--- config.mk ---
export PLATFORM = sky130hd
export DESIGN_NAME = rr_sel_arbiter_flat
export DESIGN_NICKNAME = d
export VERILOG_FILES = /design/src/rtl/rr_sel_arbiter_if.sv /design/src/rtl/rr_sel_arbiter.sv /design/src/flat_wrapper.sv
export SDC_FILE = /design/constraint.sdc
export NUM_CORES = 1
export LEC_CHECK = 0
export BUFFER_PORTS_ARGS = -buffer_cell sky130_fd_sc_hd__buf_4
export CAP_MARGIN = 15
export CELL_PAD_IN_SITES_DETAIL_PLACEMENT = 0
export CELL_PAD_IN_SITES_GLOBAL_PLACEMENT = 1
export CORE_MARGIN = 10
export CORE_UTILIZATION = 48
export CTS_BUF_LIST = sky130_fd_sc_hd__clkbuf_4
export CTS_CLUSTER_DIAMETER = 200
export DETAILED_ROUTE_END_ITERATION = 10
export GPL_TIMING_DRIVEN = 0
export PLACE_DENSITY = 0.84
export SETUP_SLACK_MARGIN = 0.2
export SLEW_MARGIN = 20
export SYNTH_ARGS = -nofsm -noshare
export SYNTH_HDL_FRONTEND = slang
export SYNTH_SLANG_ARGS = --single-unit
--- constraint.sdc ---
create_clock -name clk -period 4.5 [get_ports clk]
set_clock_uncertainty 0.05 [all_clocks]
set_input_delay 0.45 -clock clk [delete_from_list [all_inputs] [get_ports clk]]
set_output_delay 0.45 -clock clk [all_outputs]
set_load 0.05 [all_outputs]
--- src/rtl/rr_sel_arbiter_if.sv ---
// Request/grant bundle between the requesters (master side) and the round-robin
// select arbiter (slave side).
interface rr_sel_arbiter_if #(
  parameter int N   = 3,
  parameter int IDW = 2
);
  logic [N-1:0]   req;
  logic           rel;
  logic [N-1:0]   gnt;
  logic [IDW-1:0] gnt_id;
  logic           gnt_vld;
  logic           timeout;

  modport master (
    output req,
    output rel,
    input  gnt,
    input  gnt_id,
    input  gnt_vld,
    input  timeout
  );

  modport slave (
    input  req,
    input  rel,
    output gnt,
    output gnt_id,
    output gnt_vld,
    output timeout
  );
endinterface

--- src/rtl/rr_sel_arbiter.sv ---
// Round-robin owner of a one-hot mux select bus: one registered grant at a time,
// a forced idle cycle between owners, and an optional per-owner hold limit.

module rr_sel_arbiter_chk #(
  parameter int N   = 3,
  parameter int IDW = 2
) (
  input logic           clk,
  input logic           rst_n,
  input logic [N-1:0]   gnt,
  input logic [IDW-1:0] gnt_id,
  input logic           gnt_vld
);
  localparam logic [N-1:0] GNT_LSB = {{(N-1){1'b0}}, 1'b1};

  a_gnt_onehot0 : assert property (@(posedge clk) disable iff (!rst_n) $onehot0(gnt));
  a_gnt_vld     : assert property (@(posedge clk) disable iff (!rst_n) gnt_vld == (|gnt));
  a_gnt_id      : assert property (@(posedge clk) disable iff (!rst_n)
                                   gnt_vld |-> (gnt == (GNT_LSB << gnt_id)));
endmodule

module rr_sel_arbiter #(
  parameter int N        = 3,
  parameter int IDW      = 2,
  parameter int MAX_HOLD = 8
) (
  input logic             clk,
  input logic             rst_n,
  rr_sel_arbiter_if.slave bus
);
  localparam int             HCW       = (MAX_HOLD > 1) ? $clog2(MAX_HOLD) : 1;
  localparam logic [HCW-1:0] HOLD_LAST = HCW'(MAX_HOLD - 1);
  localparam logic [N-1:0]   GNT_LSB   = {{(N-1){1'b0}}, 1'b1};
  localparam logic [IDW-1:0] ID_LAST   = IDW'(N - 1);

  typedef enum logic {
    IDLE  = 1'b0,
    GRANT = 1'b1
  } state_e;

  state_e         state_q, state_d;
  logic [IDW-1:0] ptr_q, ptr_d;
  logic [HCW-1:0] hold_q, hold_d;
  logic [N-1:0]   gnt_q, gnt_d;
  logic [IDW-1:0] gnt_id_q, gnt_id_d;
  logic           gnt_vld_q, gnt_vld_d;
  logic           timeout_q, timeout_d;

  logic [IDW-1:0] pick_s;
  logic           drop_s;
  logic           limit_s;

  // Scanning from the highest offset down lets the lowest offset from ptr win last.
  function automatic logic [IDW-1:0] rr_pick(input logic [N-1:0] r, input logic [IDW-1:0] p);
    logic [IDW-1:0] w;
    logic [IDW-1:0] idx;
    w = '0;
    for (int k = N - 1; k >= 0; k--) begin
      idx = IDW'((int'(p) + k) % N);
      w   = r[idx] ? idx : w;
    end
    return w;
  endfunction

  assign pick_s  = rr_pick(bus.req, ptr_q);
  assign drop_s  = ~bus.req[gnt_id_q];
  assign limit_s = (MAX_HOLD != 0) && (hold_q == HOLD_LAST);

  // Next-state and next-output selection for the IDLE/GRANT controller.
  always_comb begin
    state_d   = state_q;
    ptr_d     = ptr_q;
    hold_d    = hold_q;
    gnt_d     = gnt_q;
    gnt_id_d  = gnt_id_q;
    gnt_vld_d = gnt_vld_q;
    timeout_d = 1'b0;
    case (state_q)
      IDLE: begin
        if (|bus.req) begin
          gnt_d     = GNT_LSB << pick_s;
          gnt_id_d  = pick_s;
          gnt_vld_d = 1'b1;
          hold_d    = '0;
          state_d   = GRANT;
        end else begin
          state_d   = IDLE;
        end
      end
      GRANT: begin
        if (bus.rel || drop_s || limit_s) begin
          gnt_d     = '0;
          gnt_id_d  = '0;
          gnt_vld_d = 1'b0;
          ptr_d     = (gnt_id_q == ID_LAST) ? '0 : gnt_id_q + IDW'(1);
          // A forced release is only reported when the owner did not let go itself.
          timeout_d = limit_s & ~bus.rel & ~drop_s;
          state_d   = IDLE;
        end else begin
          hold_d    = hold_q + HCW'(1);
        end
      end
      default: begin
        state_d   = IDLE;
        ptr_d     = '0;
        hold_d    = '0;
        gnt_d     = '0;
        gnt_id_d  = '0;
        gnt_vld_d = 1'b0;
      end
    endcase
  end

  // State and registered-output flops; reset drops the grant without waiting for a clock.
  always_ff @(posedge clk or negedge rst_n) begin
    if (!rst_n) begin
      state_q   <= IDLE;
      ptr_q     <= '0;
      hold_q    <= '0;
      gnt_q     <= '0;
      gnt_id_q  <= '0;
      gnt_vld_q <= 1'b0;
      timeout_q <= 1'b0;
    end else begin
      state_q   <= state_d;
      ptr_q     <= ptr_d;
      hold_q    <= hold_d;
      gnt_q     <= gnt_d;
      gnt_id_q  <= gnt_id_d;
      gnt_vld_q <= gnt_vld_d;
      timeout_q <= timeout_d;
    end
  end

  assign bus.gnt     = gnt_q;
  assign bus.gnt_id  = gnt_id_q;
  assign bus.gnt_vld = gnt_vld_q;
  assign bus.timeout = timeout_q;

  rr_sel_arbiter_chk #(.N(N), .IDW(IDW)) u_chk (
    .clk     (clk),
    .rst_n   (rst_n),
    .gnt     (gnt_q),
    .gnt_id  (gnt_id_q),
    .gnt_vld (gnt_vld_q)
  );
endmodule

--- src/flat_wrapper.sv ---
// flat-port wrapper written by rule: the top's interface ports become plain ports
module rr_sel_arbiter_flat 
#(
  parameter int N        = 3,
  parameter int IDW      = 2,
  parameter int MAX_HOLD = 8
)
  (clk, rst_n, bus_req, bus_rel, bus_gnt, bus_gnt_id, bus_gnt_vld, bus_timeout);
  rr_sel_arbiter_if #(.N(N), .IDW(IDW)) bus_i ();
  input logic clk;
  input logic rst_n;
  input wire logic [$bits(bus_i.req)-1:0] bus_req;
  input wire logic [$bits(bus_i.rel)-1:0] bus_rel;
  output wire logic [$bits(bus_i.gnt)-1:0] bus_gnt;
  output wire logic [$bits(bus_i.gnt_id)-1:0] bus_gnt_id;
  output wire logic [$bits(bus_i.gnt_vld)-1:0] bus_gnt_vld;
  output wire logic [$bits(bus_i.timeout)-1:0] bus_timeout;
  assign bus_i.req = bus_req;
  assign bus_i.rel = bus_rel;
  assign bus_gnt = bus_i.gnt;
  assign bus_gnt_id = bus_i.gnt_id;
  assign bus_gnt_vld = bus_i.gnt_vld;
  assign bus_timeout = bus_i.timeout;
  rr_sel_arbiter #(.N(N), .IDW(IDW), .MAX_HOLD(MAX_HOLD)) u_core (.clk(clk), .rst_n(rst_n), .bus(bus_i));
endmodule
==> metrics.txt, run 1 <==
Final Max Slew Viols 0; total wire length 1870 um; Tmin final 2020 ps; Crit. End Element register; fillers 165; TritonRoute pass-1 iters 4; kind of critical path reg2reg; largest area contributor in the netlist dfrtp_1; synthesized cell area 856 um2; Routed WL per cell 14.6 um; crit path max fanout 8; min-delay worst type reg2reg; I/O Buffers 12; slack of the worst reg-to-reg path 2480 ps; RSZ-0062 raised after global routing false; TNS Setup 0 ps; DRT iter0 DRCs 9; fmax 494 MHz; clock root buffer master clkbuf_4; hold_buf cts 1; vias after detailed routing 705; # rows 15; layout cell share with drive strength beyond 1 0.243; initial antenna violation count 0; final worst path period share 0.450; final core occ 0.596; vias in the first global route 716; DR DRC count 0; antenna viol nets, final 0; Mapped Cells 86; ANT cells 0; slowest stage delay, CP 400 ps; arrival time worst endpoint 2190 ps; die area 3870 um2; post-CTS setup repair buffer count 0; Startpoint Class register; area share of the largest cell type after synthesis 0.380; slowest cell on the critical path dfrtp_1; synth unique cells 38; final std cells w/o fill 128; CORE AREA 1710 um2; Longest Clk Path Bufs 2; Final setup violation count 0; status finished clean; DP Cell Count 123; Resize count post-CTS 0; Die Wd 62.2 um; IO Count 13; Nets 115; Worst-Margin Slew 437 ps; grt ovf 0; largest net degree at the start of global routing 14; H-tree depth 1; Syn Area/Cell 9.95 um2; slew margin rel. 0.706; largest cells by area after synthesis dfrtp_1 38%, ha_1 7.3%, mux2i_1 7.0%; final hold violations 0; total global-route track usage 0.0994; register bit total from synthesis 13; RePlAce Congestion 0.861; worst vdd ir 0.433 mV; register area share after synthesis 0.380; WP data required 4670 ps; WP buf/inv 0; worst path cell trace ha_1, ha_1, or3_1, o221ai_2, and2_1, a21o_1; Num CTS Buffers 3; initial core utilization 0.501; Die Ht 62.2 um; clk sinks 13; syn_nets 97; clk slew on worst S/H paths 80 ps; CP delay by family, top simple AND/OR/NAND/NOR gates; CTS tree yes; Max-Cap Viols 0; first-pass GRT wire length 3190 um; Detail Placement HPWL 1440 um; most frequent CP cell ha_1; Leak Pwr 0.000479 uW; power density over cell area 660 nW/um2; drt via density 5.51; P&R area growth vs syn 18.9%; YS warnings 0; clk_lat worst skew 280 ps
-- worst paths after layout --
check / startpoint / to / cells past startpoint
min: u_core.bus.gnt_vld / u_core.bus.gnt_vld / 2
max: u_core.hold_q[0] / u_core.bus.gnt[2] / 6
min in group asynchronous: rst_n / u_core.bus.gnt_id[1] / 2
min reg2reg: u_core.bus.gnt_vld / u_core.bus.gnt_vld / 2
max in group asynchronous: rst_n / u_core.bus.gnt[0] / 2
max reg2reg: u_core.hold_q[0] / u_core.bus.gnt[2] / 6
-- layout by cell type (no fill, tap or decap), types with 2 or more instances in the layout --
cell | netlist | final
inv_1 | 6 | 6
o31ai_1 | 3 | 3
mux2i_1 | 6 | 6
a21o_1 | 2 | 2
nand2_1 | 10 | 10
a31oi_1 | 2 | 2
nand3_1 | 2 | 2
and2_1 | 2 | 2
clkbuf_4 | 0 | 4
buf_4 | 1 | 13
dfrtp_1 | 13 | 13
nor2b_1 | 2 | 2
nor2_1 | 3 | 3
buf_2 | 2 | 2
o21ai_0 | 2 | 2
ha_1 | 5 | 5
nand2b_1 | 3 | 3
-- final cells by class --
| class | instances | area, um2 | area share |
|---|---|---|---|
| timing repair buffer | 13 | 100 | 0.0984 |
| multi-input combinational | 64 | 490 | 0.482 |
| clock buffer | 4 | 30.0 | 0.0295 |
| buffer | 3 | 17.5 | 0.0172 |
| sequential | 13 | 325 | 0.320 |
| tap | 25 | 31.3 | 0.0308 |
| inverter | 6 | 22.5 | 0.0221 |
-- registers in the layout (all words and copies together) (netlist names) --
| register | cells |
|---|---|
| u_core.bus.gnt_vld | 1 |
| u_core.hold_q | 3 |
| u_core.ptr_q | 2 |
| u_core.bus.timeout | 1 |
| u_core.bus.gnt_id | 2 |
| u_core.state_q | 1 |
| u_core.bus.gnt | 3 |
-- cell usage after synthesis, drive strengths merged --
library cell,count
dfrtp,13
nor4bb,1
a21o,2
o221ai,1
and4bb,1
o31ai,3
o31a,1
or2b,1
mux2i,6
nor2b,2
nor2,3
nor4,1
o22a,1
nand2,10
nand2b,3
inv,6
a31oi,2
or2,2
and2,2
a2111oi,1
o2bb2ai,1
or3,1
o21a,1
nand3,2
nor3,1
ha,5
nor4b,1
o41ai,1
nor3b,1
mux2,1
o21bai,1
a21oi,1
o21ai,2
buf,3
o221a,1
nand4bb,1
-- layer usage --
layer	GRT usage	vias up	part of all wire
li1	-	345	-
met1	0.106	347	0.42
met2	0.172	9	0.51
met3	0.0358	4	0.048
met4	0.0429	0	0.012
met5	0	-	0
-- worst register-to-register path, cell delays in order, from the launching register on --
cell and delay (ps):
dfrtp_1 400, ha_1 210, ha_1 230, or3_1 370
o221ai_2 340, and2_1 230, a21o_1 130
-- logic make-up (layout without fill, tap and decap cells) --
group                      count (synthesis)  in the layout  share of synthesized area
AOI/OAI and AO/OA                         19             19                      0.177
adders and majority gates                  5              5                     0.0731
buffers and inverters                      9             26                     0.0468
DFF                                       13             13                      0.380
muxes                                      7              7                     0.0833
and+or+nand+nor                           33             33                      0.240
-- power by group --
part	internal, uW	switching, uW
registers	159	42.0
clock network	40.4	40.1
logic	158	231
total	358	313
-- stage by stage --
| step | total power, uW | hold slack, ps | area (um2) | setup slack [ps] |
|---|---|---|---|---|
| 3_3_place_gp | 585 | 251 | 977 | 2500 |
| 4_1_cts | 679 | 436 | 1020 | 2440 |
| 2_1_floorplan | 494 | 104 | 856 | 2640 |
| 5_1_grt | 733 | 441 | 1020 | 2330 |
| 3_5_place_dp | 597 | 256 | 977 | 2470 |
| 6_report | 671 | 431 | 1020 | 2480 |
Power figures use the tool's default switching activity.
==> run 2, diff against run 1 <==
--- a/config.mk
+++ b/config.mk
@@ -10,12 +10,12 @@
 export CELL_PAD_IN_SITES_DETAIL_PLACEMENT = 0
 export CELL_PAD_IN_SITES_GLOBAL_PLACEMENT = 1
 export CORE_MARGIN = 10
-export CORE_UTILIZATION = 48
+export CORE_UTILIZATION = 44
 export CTS_BUF_LIST = sky130_fd_sc_hd__clkbuf_4
 export CTS_CLUSTER_DIAMETER = 200
 export DETAILED_ROUTE_END_ITERATION = 10
 export GPL_TIMING_DRIVEN = 0
-export PLACE_DENSITY = 0.84
+export PLACE_DENSITY = 0.78
 export SETUP_SLACK_MARGIN = 0.2
 export SLEW_MARGIN = 20
 export SYNTH_ARGS = -nofsm -noshare
==> constraint.sdc (replaced) <==
create_clock -name clk -period 1.9 [get_ports clk]
set_clock_uncertainty 0.05 [all_clocks]
set_input_delay 0.19 -clock clk [delete_from_list [all_inputs] [get_ports clk]]
set_output_delay 0.19 -clock clk [all_outputs]
set_load 0.05 [all_outputs]
==> metrics.txt, run 2 (same netlist as run 1, synthesis figures left out) <==
status finished clean; arrival time worst endpoint 1930 ps (-260 ps); Max-Cap Viols 0 (unchanged); total wire length 2190 um (+17%); layout cell share with drive strength beyond 1 0.474 (+0.231); Routed WL per cell 15.7 um (+8.0%); initial core utilization 0.480 (-0.0211); FF+latch area 328 um2 (+0.77%); DP Cell Count 123 (unchanged); final worst path period share 0.954 (+0.504); clk slew on worst S/H paths 80 ps (about the same); Die Ht 64.1 um (+3.0%); grt ovf 0 (unchanged); Die Wd 64.1 um (+3.0%); CTS tree yes; TritonRoute pass-1 iters 4 (unchanged); final hold violations 0 (unchanged); crit path max fanout 7 (-1); vias in the first global route 752 (+5.0%); H-tree depth 1 (unchanged); worst vdd ir 1.27 mV (+190%); DR DRC count 0 (unchanged); Total Power 2000 uW (+200%); min-delay worst type in2reg; power density over cell area 1620 nW/um2 (+150%); commonest non-fill, non-tap cell in the layout buf_4; WP buf/inv 1 (+1); GR peak layer met2; final core occ 0.691 (+0.0956); Longest Clk Path Bufs 2 (unchanged); Tmin final 1810 ps (-212 ps); Num CTS Buffers 3 (unchanged); RePlAce Congestion 0.732 (-15%); multi-input logic area 612 um2 (+25%); Crit. End Element register; slew margin rel. 0.725 (+0.0191); Startpoint Class register; worst path cell trace ha_2, ha_4, or3_4, o221ai_4, buf_4, nand3_2, o41ai_2; slowest stage delay, CP 390 ps (about the same); clock root buffer master clkbuf_4; Nets 126 (+9.6%); P&R area growth vs syn 44.0%; die area 4110 um2 (+6.1%); largest net degree at the start of global routing 14 (unchanged); clk_lat worst skew 270 ps (about the same); most frequent cells in the layout 25 x buf_4, 11 x dfrtp_1, 9 x nand2_1, 5 x inv_1, 5 x mux2i_1; total global-route track usage 0.109 (+0.00938); I/O Buffers 12 (unchanged); drt via density 5.45 (-0.99%); final std cells w/o fill 139 (+8.6%); Hold WS 216 ps (-216 ps); antenna viol nets, final 0 (unchanged); IO Count 13 (unchanged); RSZ-0062 raised after global routing true; slowest cell on the critical path dfrtp_1; CP delay by family, top simple AND/OR/NAND/NOR gates; Worst-Margin Slew 409 ps (-28.0 ps); met2 usage 0.198 (+0.0260); ANT cells 0 (unchanged); first-pass GRT wire length 3620 um (+14%); Detail Placement HPWL 1460 um (+1.3%); Leak Pwr 0.000545 uW (+14%); clk sinks 13 (unchanged); vias after detailed routing 758 (+7.5%); CORE AREA 1780 um2 (+4.4%); met3 usage 0.0348 (-0.000999); kind of critical path reg2reg; initial antenna violation count 0 (unchanged); fillers 154 (-6.7%); fmax 552 MHz (+12%); DRT iter0 DRCs 44 (+35); WP data required 2020 ps (-2650 ps); Final setup violation count 0 (unchanged); GR Util met1 0.111 (+0.00552); # rows 15 (unchanged); Final Max Slew Viols 0 (unchanged); TNS Setup 0 ps (unchanged)
==> run 2: cell count changes in the layout (fill, tap and decap cells not counted), sizes merged <==
cell / before / now
buf: 15 / 26
==> run 2: worst register-to-register path, delay by kind of cell (launching register included) <==
kind / cells / cell delay [ps]
buffers and inverters: 1 / 170
AND/OR/NAND/NOR: 2 / 410
flip-flops: 1 / 390
adder cells (fa/ha/maj): 2 / 360
AO/OA/AOI/OAI: 2 / 330
==> run 2: worst paths after layout <==
path,from,cells past startpoint,slack [ps],endpoint
hold / removal,bus_req[1],3,220,u_core.state_q
hold reg to reg,u_core.bus.gnt_vld,2,430,u_core.bus.gnt_vld
setup reg to reg,u_core.hold_q[0],7,90,u_core.bus.gnt[0]
min in group asynchronous,rst_n,2,260,u_core.hold_q[0]
max in group asynchronous,rst_n,2,1370,u_core.bus.gnt_id[0]
setup / recovery,u_core.hold_q[0],7,90,u_core.bus.gnt[0]
==> run 2: metrics by stage <==
step	setup slack, ps	area, um2
after floorplan	165	892
after global placement	44.3	1010
after detailed placement	43.3	1010
after CTS	107	1170
after global routing	-3.75	1230
final	88.2	1230
==> run 2: where the power goes <==
group          switching, uW  total [uW]  internal, uW
clock                   88.6         184          95.5
combinational            706        1320           618
sequential               109         490           381
total                    904        2000          1090
==> run 2: timing repair <==
item | in CTS | in global routing
setup endpoints to repair | 8 | 12
pin swaps | 7 | 5
resized for setup | 15 | 5
hold buffers | 1 | 0
setup buffers | 6 | 5
gates cloned | 0 | 0
hold endpoints to repair | 13 | 0
==> run 2: final cells by class <==
class	instances	share of cell area
repair buffers	24	0.148
clock buffers	4	0.0244
multi-input cells	64	0.496
well taps	25	0.0254
flip-flops and latches	13	0.266
inverters	6	0.0183
plain buffers	3	0.0213
==> run 2: layer usage <==
layer | routed length [um] | up-vias
met5 | 0 | -
met4 | 44 | 0
met3 | 95 | 6
met2 | 1190 | 14
met1 | 856 | 368
li1 | - | 370
